===== src/rtl/bank_fill_ctrl_pkg.sv =====
// Shared defaults, FSM encoding and bank-select helper for the bank fill controller.
package bank_fill_ctrl_pkg;

  localparam int unsigned TAG_W_DEF      = 9;
  localparam int unsigned NBANK_DEF      = 4;
  localparam int unsigned FILL_BEATS_DEF = 16;

  typedef enum logic [2:0] {
    ST_IDLE     = 3'd0,
    ST_LOOKUP   = 3'd1,
    ST_MISS_REQ = 3'd2,
    ST_FILL     = 3'd3,
    ST_RESP     = 3'd4
  } state_t;

  // Lowest-index set bit wins when more than one bank matches.
  function automatic logic [1:0] lowest_bank(input logic [3:0] hits);
    logic [1:0] idx;
    idx = 2'd0;
    if (hits[0])      idx = 2'd0;
    else if (hits[1]) idx = 2'd1;
    else if (hits[2]) idx = 2'd2;
    else if (hits[3]) idx = 2'd3;
    return idx;
  endfunction

endpackage


===== src/rtl/bank_hit.sv =====
// Parallel tag compare: one select bit per bank whose stored tag equals the lookup tag.
module bank_hit
  import bank_fill_ctrl_pkg::*;
#(
  parameter int unsigned TAG_W = TAG_W_DEF,
  parameter int unsigned NBANK = NBANK_DEF
) (
  input  logic [NBANK-1:0][TAG_W-1:0] i_tags,
  input  logic [TAG_W-1:0]            i_tag,
  output logic [NBANK-1:0]            o_sel
);

  always_comb begin
    o_sel = '0;
    for (int i = 0; i < int'(NBANK); i++) begin
      o_sel[i] = (i_tags[i] == i_tag);
    end
  end

endmodule


===== src/rtl/bank_fill_ctrl.sv =====
// Four-bank tag directory: hit lookup, round-robin victim selection and line fill sequencing.
module bank_fill_ctrl
  import bank_fill_ctrl_pkg::*;
#(
  parameter int unsigned TAG_W      = TAG_W_DEF,
  parameter int unsigned NBANK      = NBANK_DEF,
  parameter int unsigned FILL_BEATS = FILL_BEATS_DEF
) (
  input  logic                          clk,
  input  logic                          rst,
  input  logic                          req_valid,
  input  logic [TAG_W-1:0]              req_tag,
  output logic                          req_ready,
  output logic                          resp_valid,
  output logic [1:0]                    resp_bank,
  output logic                          resp_was_miss,
  output logic                          mem_req_valid,
  output logic [TAG_W-1:0]              mem_req_tag,
  input  logic                          mem_req_ready,
  input  logic                          mem_data_valid,
  output logic                          fill_we,
  output logic [NBANK-1:0]              fill_bank,
  output logic [$clog2(FILL_BEATS)-1:0] fill_addr
);

  localparam int unsigned AW = $clog2(FILL_BEATS);

  state_t                      r_state;
  logic [NBANK-1:0][TAG_W-1:0] r_tags;
  logic [NBANK-1:0]            r_valid;
  logic [TAG_W-1:0]            r_tag;
  logic [1:0]                  r_ptr;
  logic [1:0]                  r_victim;
  logic [AW-1:0]               r_cnt;

  logic                        r_req_ready;
  logic                        r_resp_valid;
  logic [1:0]                  r_resp_bank;
  logic                        r_resp_was_miss;
  logic                        r_mem_req_valid;
  logic [TAG_W-1:0]            r_mem_req_tag;
  logic                        r_fill_we;
  logic [NBANK-1:0]            r_fill_bank;
  logic [AW-1:0]               r_fill_addr;

  logic [NBANK-1:0]            w_sel;
  logic [NBANK-1:0]            w_hit;

  bank_hit #(
    .TAG_W (TAG_W),
    .NBANK (NBANK)
  ) u_bank_hit (
    .i_tags (r_tags),
    .i_tag  (r_tag),
    .o_sel  (w_sel)
  );

  assign w_hit = w_sel & r_valid;

  // Control FSM with all outputs registered alongside the state.
  always_ff @(posedge clk or posedge rst) begin
    if (rst) begin
      r_state         <= ST_IDLE;
      r_tags          <= '0;
      r_valid         <= '0;
      r_tag           <= '0;
      r_ptr           <= 2'd0;
      r_victim        <= 2'd0;
      r_cnt           <= '0;
      r_req_ready     <= 1'b1;
      r_resp_valid    <= 1'b0;
      r_resp_bank     <= 2'd0;
      r_resp_was_miss <= 1'b0;
      r_mem_req_valid <= 1'b0;
      r_mem_req_tag   <= '0;
      r_fill_we       <= 1'b0;
      r_fill_bank     <= '0;
      r_fill_addr     <= '0;
    end else begin
      r_fill_we <= 1'b0;
      case (r_state)
        ST_IDLE: begin
          if (req_valid) begin
            r_tag       <= req_tag;
            r_req_ready <= 1'b0;
            r_state     <= ST_LOOKUP;
          end
        end
        ST_LOOKUP: begin
          if (|w_hit) begin
            r_resp_bank     <= lowest_bank(4'(w_hit));
            r_resp_was_miss <= 1'b0;
            r_resp_valid    <= 1'b1;
            r_state         <= ST_RESP;
          end else begin
            // Victim is dropped now so a partial fill never leaves a stale hit behind.
            r_victim         <= r_ptr;
            r_valid[r_ptr]   <= 1'b0;
            r_mem_req_valid  <= 1'b1;
            r_mem_req_tag    <= r_tag;
            r_state          <= ST_MISS_REQ;
          end
        end
        ST_MISS_REQ: begin
          if (mem_req_ready) begin
            r_mem_req_valid <= 1'b0;
            r_cnt           <= '0;
            r_state         <= ST_FILL;
          end
        end
        ST_FILL: begin
          if (mem_data_valid) begin
            r_fill_we   <= 1'b1;
            r_fill_bank <= NBANK'(1'b1) << r_victim;
            r_fill_addr <= r_cnt;
            r_cnt       <= AW'(r_cnt + 1'b1);
            if (r_cnt == AW'(FILL_BEATS - 1)) begin
              r_tags[r_victim]  <= r_tag;
              r_valid[r_victim] <= 1'b1;
              r_ptr             <= 2'(r_ptr + 2'd1);
              r_resp_bank       <= r_victim;
              r_resp_was_miss   <= 1'b1;
              r_resp_valid      <= 1'b1;
              r_state           <= ST_RESP;
            end
          end
        end
        ST_RESP: begin
          r_resp_valid    <= 1'b0;
          r_resp_was_miss <= 1'b0;
          r_req_ready     <= 1'b1;
          r_state         <= ST_IDLE;
        end
        default: begin
          r_state <= ST_IDLE;
        end
      endcase
    end
  end

  assign req_ready     = r_req_ready;
  assign resp_valid    = r_resp_valid;
  assign resp_bank     = r_resp_bank;
  assign resp_was_miss = r_resp_was_miss;
  assign mem_req_valid = r_mem_req_valid;
  assign mem_req_tag   = r_mem_req_tag;
  assign fill_we       = r_fill_we;
  assign fill_bank     = r_fill_bank;
  assign fill_addr     = r_fill_addr;

endmodule


===== config.mk =====
export PLATFORM = sky130hd
export DESIGN_NAME = bank_fill_ctrl
export DESIGN_NICKNAME = d
export VERILOG_FILES = /design/src/rtl/bank_fill_ctrl_pkg.sv /design/src/rtl/bank_hit.sv /design/src/rtl/bank_fill_ctrl.sv
export SDC_FILE = /design/constraint.sdc
export NUM_CORES = 1
export LEC_CHECK = 0
export BUFFER_PORTS_ARGS = -buffer_cell sky130_fd_sc_hd__buf_4
export CAP_MARGIN = 20
export CORE_MARGIN = 3
export CORE_UTILIZATION = 53
export CTS_CLUSTER_DIAMETER = 30
export DETAILED_ROUTE_END_ITERATION = 10
export PLACE_DENSITY = 0.75
export SYNTH_ARGS = -nofsm -noshare
export SYNTH_HDL_FRONTEND = slang
export SYNTH_HIERARCHICAL = 1
export SYNTH_SLANG_ARGS = --single-unit

===== constraint.sdc =====
create_clock -name clk -period 2.57 [get_ports clk]
set_input_delay 0.514 -clock clk [delete_from_list [all_inputs] [get_ports clk]]
set_output_delay 0.514 -clock clk [all_outputs]
set_load 0.02 [all_outputs]

After elaboration in Yosys (flattened, before gate mapping) --
Index checks and enable logic that the tools add are counted.
Storage, ports and cells: memories 0, memory bits (writable) 0, latch bits 0, bits in read-only memories 0, register bits after elaboration 84, input port bits 14
Operators by class: muxes and demuxes 41, $mul 0, bitwise gates (word level) 5, magnitude comparators 4, div/mod/pow operators 0, shift-type cells 1, equal/unequal tests 15, reductions and logical operators 20, add/sub/neg operators 2
Operator list (count):
- 36-bit bitwise mux | 1
- 9-bit equality test | 4
- 4-bit 2-to-1 mux | 5
- 9-bit demux with 2-bit select | 1
- 4-bit case mux with 2 select lines | 2
- 4-bit AND reduction | 4
- 3-bit 2-to-1 mux | 5
- 2-bit 2-to-1 mux | 7
- 2-bit inequality test (second input constant) | 6
- 3-bit case mux with 4 select lines | 1
- 1-bit 2-to-1 mux | 11
- 9-bit 2-to-1 mux | 1
- 3-bit AND reduction | 3
- 4-bit bitwise AND | 2
- 2-bit AND reduction | 4
- 2-bit nonzero test | 4
- 3-bit by 2-bit equality test with 1-bit output (second input constant) | 2
- 2-bit by 3-bit less-than comparator with 1-bit output (second input constant) | 2
- 1-bit case mux with 3 select lines | 2
- 4-bit by 1-bit adder with 4-bit output (second input constant) | 1
- 1-bit demux with 2-bit select | 2
- 4-bit equality test (second input constant) | 1
- 2-bit by 1-bit >= comparator with 1-bit output (second input constant) | 2
- 4-bit inverter | 1
- other kinds (12) | 14

Logic depth before layout (Yosys ltp) --
depth after elaboration 8, gate-level depth with buffers 9

Cells and area by module --
The synthesis kept the hierarchy.
Modules (own cells, without submodules):
- bank_fill_ctrl | area each 3458.3 sq um, cells an instance 250, sequential area each 2103.3 sq um, times used 1
- bank_hit | area each 460.4 sq um, cells an instance 53, sequential area each 0.0 sq um, times used 1

Worst setup path after synthesis --
Ideal clock, no wire load.
path type flip-flop to flip-flop, start point register r_tag[8], end point register r_mem_req_tag[0] (netlist: mem_req_tag[0]), buffers on the path 2, library setup time 0.125 ns, slack 0.417 ns, arrival 2.029 ns, clock period less this slack 2.153 ns, stages on the path, launching flop included 9, path through dfrtp_1 buf_6 xnor2_1 nand3_1 nor4_2 a22oi_1 nand4_1 buf_1 mux2_2
On the way: cells in the longest elaborated chain, start to end 5, elaborated cells on any way between the ends 8, classes of those cells 4 x eq/ne; 2 x bitwise; 2 x reduce/logical
Ends and longest elaborated chain:
- start: declaration | line bank_fill_ctrl.sv:31 | logic [TAG_W-1:0] r_tag;
- start signal: assignment | line bank_fill_ctrl.sv:84 | r_tag <= req_tag;
- 9-bit equality test | line bank_hit.sv:16 | o_sel[i] = (i_tags[i] == i_tag);
- via w_sel[3] | line bank_fill_ctrl.sv:46 | logic [NBANK-1:0] w_sel;
- 4-bit bitwise AND | line bank_fill_ctrl.sv:58 | assign w_hit = w_sel & r_valid;
- 4-bit OR reduction | line bank_fill_ctrl.sv:90 | if (|w_hit) begin
- 1-bit inverter (no line)
- 2-bit AND reduction (no line)
- end signal: assignment | line bank_fill_ctrl.sv:100 | r_mem_req_tag <= r_tag;
- end: declaration | line bank_fill_ctrl.sv:41 | logic [TAG_W-1:0] r_mem_req_tag;
The timed path passes the listed nets, and every way through them passes these cells. A chain may end at the register's enable or synchronous reset.

Worst setup path in the final report --
start point register r_tag[0], end point register r_mem_req_tag[6] (netlist: mem_req_tag[6])
Same word-level chain as after synthesis.

==> run metrics <==
status completed; Max Cap Viol 0; hold buffers post-CTS 0; GRT Total Usage 18.8%; number of synthesized flops with an enable pin 0; die area 0.00846 mm^2; crit-path cells xnor2_1 > nand4_1 > nor4_2 > a22oi_1 > nand4_1 > buf_12 > mux2_2; Synth area leaders dfrtp_1, mux2_2, xnor2_1, mux2_4, buf_6; postcts setup bufs 0; Post-Syn Instances 303; Total Nets Final 363; FP Rows 30; DPL Wire Length 5070 um; CP Buf/Inv Count 1; CP max FO 22; met3 wire length 402 um; 1st-iter DRT viols 99; Period minus WS final 2.34 ns; Register Area 0.00210 mm^2; Final Max Tran Viols 0; Hold Path Class in2async; number of distinct library cells after synthesis 39; Die W 92.0 um; largest net degree at the start of global routing 53; Final setup violation count 0; leakage 2.10 nW; gp weighted congestion 0.854; top-count cell post-synth dfrtp_1; Syn Nets 322; Setup crit end kind flop; Routed WL 7210 um; Critical-path top delay cell dfrtp_1; via/cell ratio 5.36; Final Power 4.65 mW; ys async rst share 100%; CTS tree yes; Ant. Diodes 0; delay-heaviest family, CP simple AND/OR/NAND/NOR gates; clk slew on worst S/H paths 0.09 ns; Die Height 92.0 um; post-synthesis sequential area ratio 53.7%; starting density of the core 56.1%; metal2 WL 3280 um; area occupied by multi-input gates 0.00165 mm^2; Avg WL per Cell 16.2 um; clk_lat worst skew 0.35 ns; area leader, netlist dfrtp_1; most frequent CP cell nand4_1; clk buf depth 2; first-pass GRT wire length 12,300 um; Boundary Pins 38; worst rel slew slack 60.6%; RR Startpoint r_tag[0]$_DFFE_PP0P_; number of global-route vias before repair 2,428; GR Overflow Total 0; Tcrit/Tclk final 91.2%; critical path startpoint r_tag[0]$_DFFE_PP0P_; clk root buf clkbuf_8; Top FF cell, synth dfrtp_1; post-cts sizing count 0; Max IR drop VDD 0.661 mV; reg2reg setup slack 0.23 ns; port bufs 37; cts bufs inserted 9; clock sink count 84; critical path arrival 2.58 ns; Max Clock Skew 0.00896 ns; crit path kind reg2reg; Layout area overhead 14.8%; yosys warns 6; core area 0.00698 mm^2; DRC 0; antenna violations before repair 0; RSZ-0062 raised after global routing false; uppermost routed layer met4; Synth top cells by count dfrtp_1, mux2_2, xnor2_1, nand2_1, o21ai_0; layout cells sized above 1 37.0%; Vias 2,384; final antenna-violating net count 0; H-tree depth 3; metal1 wirelength 3430 um; Worst-Margin Slew 0.591 ns; Fillers 544; Final Hold Viols 0; synthesis-stage register bit count 84; setup_tns 0 ns; critical path launch point type flop; Avg Cell Area, Syn 12.9 um^2; CP max stage delay 0.64 ns; Critical Path RT 2.80 ns; maximum clock rate 427 MHz; drt pass-1 iters 4; post-synth top area share 53.0%; Post-Synthesis Cell Area 0.00392 mm^2; power density over the cells 1030 mW/mm^2
placed cells by master, fill, tap and decap left out, drive strengths merged, types with 4 or more instances in the layout:
cell | synthesis | final
a22o | 5 | 5
buf | 10 | 44
clkbuf | 4 | 10
dfrtp | 83 | 83
ha | 5 | 5
inv | 12 | 11
mux2 | 60 | 60
nand2 | 18 | 18
nand3 | 5 | 5
nand4 | 7 | 7
nor2 | 9 | 9
nor4 | 4 | 4
o21ai | 15 | 15
o31ai | 4 | 4
xnor2 | 29 | 29
xor2 | 9 | 9
area by class of cell:
cell class	instances	area share (%)
sequential	84	46.8
multi-input combinational	192	36.7
timing repair buffer	44	7.90
clock buffer	10	2.84
tap	96	2.67
clock inverter	6	1.98
inverter	13	1.17
report_power, final:
group | internal [mW] | total, mW | switching (mW)
Clock | 0.548 | 1.02 | 0.471
Combinational | 0.787 | 1.58 | 0.792
Sequential | 1.63 | 2.05 | 0.429
path summary, 6_finish.rpt:
kind	end	depth (start not counted)
setup / recovery	mem_req_tag[6]$_DFFE_PP0P_	7
hold / removal	fill_bank[3]$_DFFE_PP0P_	2
setup reg to reg	mem_req_tag[6]$_DFFE_PP0P_	7
hold reg to reg	fill_bank[3]$_DFFE_PP0P_	2
max in group asynchronous	req_ready$_DFFE_PP1P_	3
min in group clk	r_tag[5]$_DFFE_PP0P_	2
cells by family (layout without fill, tap and decap cells):
logic type | after synthesis | after routing | synth area share [%]
simple gates | 52 | 52 | 7.60
compound gates | 36 | 36 | 6.03
flops | 84 | 84 | 53.7
fa+ha+maj | 5 | 5 | 1.60
buf+inv | 27 | 73 | 4.25
xor+xnor | 38 | 38 | 8.49
mux | 61 | 61 | 18.4
worst register-to-register path: stages (launching register included):
cell	delay, ns
dfrtp_1	0.64
xnor2_1	0.18
nand4_1	0.19
nor4_2	0.30
a22oi_1	0.20
nand4_1	0.19
buf_12	0.18
mux2_2	0.36
sequential cells by signal, indices dropped and copies added (netlist names):
register       flops
mem_req_valid      1
r_state            3
r_tags            36
r_tag              9
req_ready          1
fill_we            1
resp_valid         1
fill_addr          4
fill_bank          4
r_ptr              2
resp_was_miss      1
mem_req_tag        9
resp_bank          2
r_cnt              4
r_victim           2
r_valid            4
through the flow:
| step | hold WS [ns] | std cells | worst slack [ns] | instance area [um^2] | util [%] |
|---|---|---|---|---|---|
| 6_report | 0.123 | 445 | 0.227 | 4500 | 64.4 |
| 5_1_grt | 0.117 | 445 | 0.168 | 4500 | 64.4 |
| 4_1_cts | 0.114 | 445 | 0.270 | 4500 | 64.4 |
| 3_5_place_dp | 0.472 | 429 | 0.290 | 4280 | 61.3 |
| 3_3_place_gp | 0.464 | 429 | 0.356 | 4280 | 61.3 |
| 2_1_floorplan | 0.496 | 303 | 0.417 | 3920 | - |
metal layers:
| layer | vias up | track usage, % |
|---|---|---|
| met1 | 1180 | 27.0 |
| met2 | 65 | 28.4 |
| li1 | 1131 | - |
| met3 | 8 | 3.28 |
| met5 | - | 0 |
| met4 | 0 | 7.80 |
Note: power is estimated with default switching activity, not from simulation.
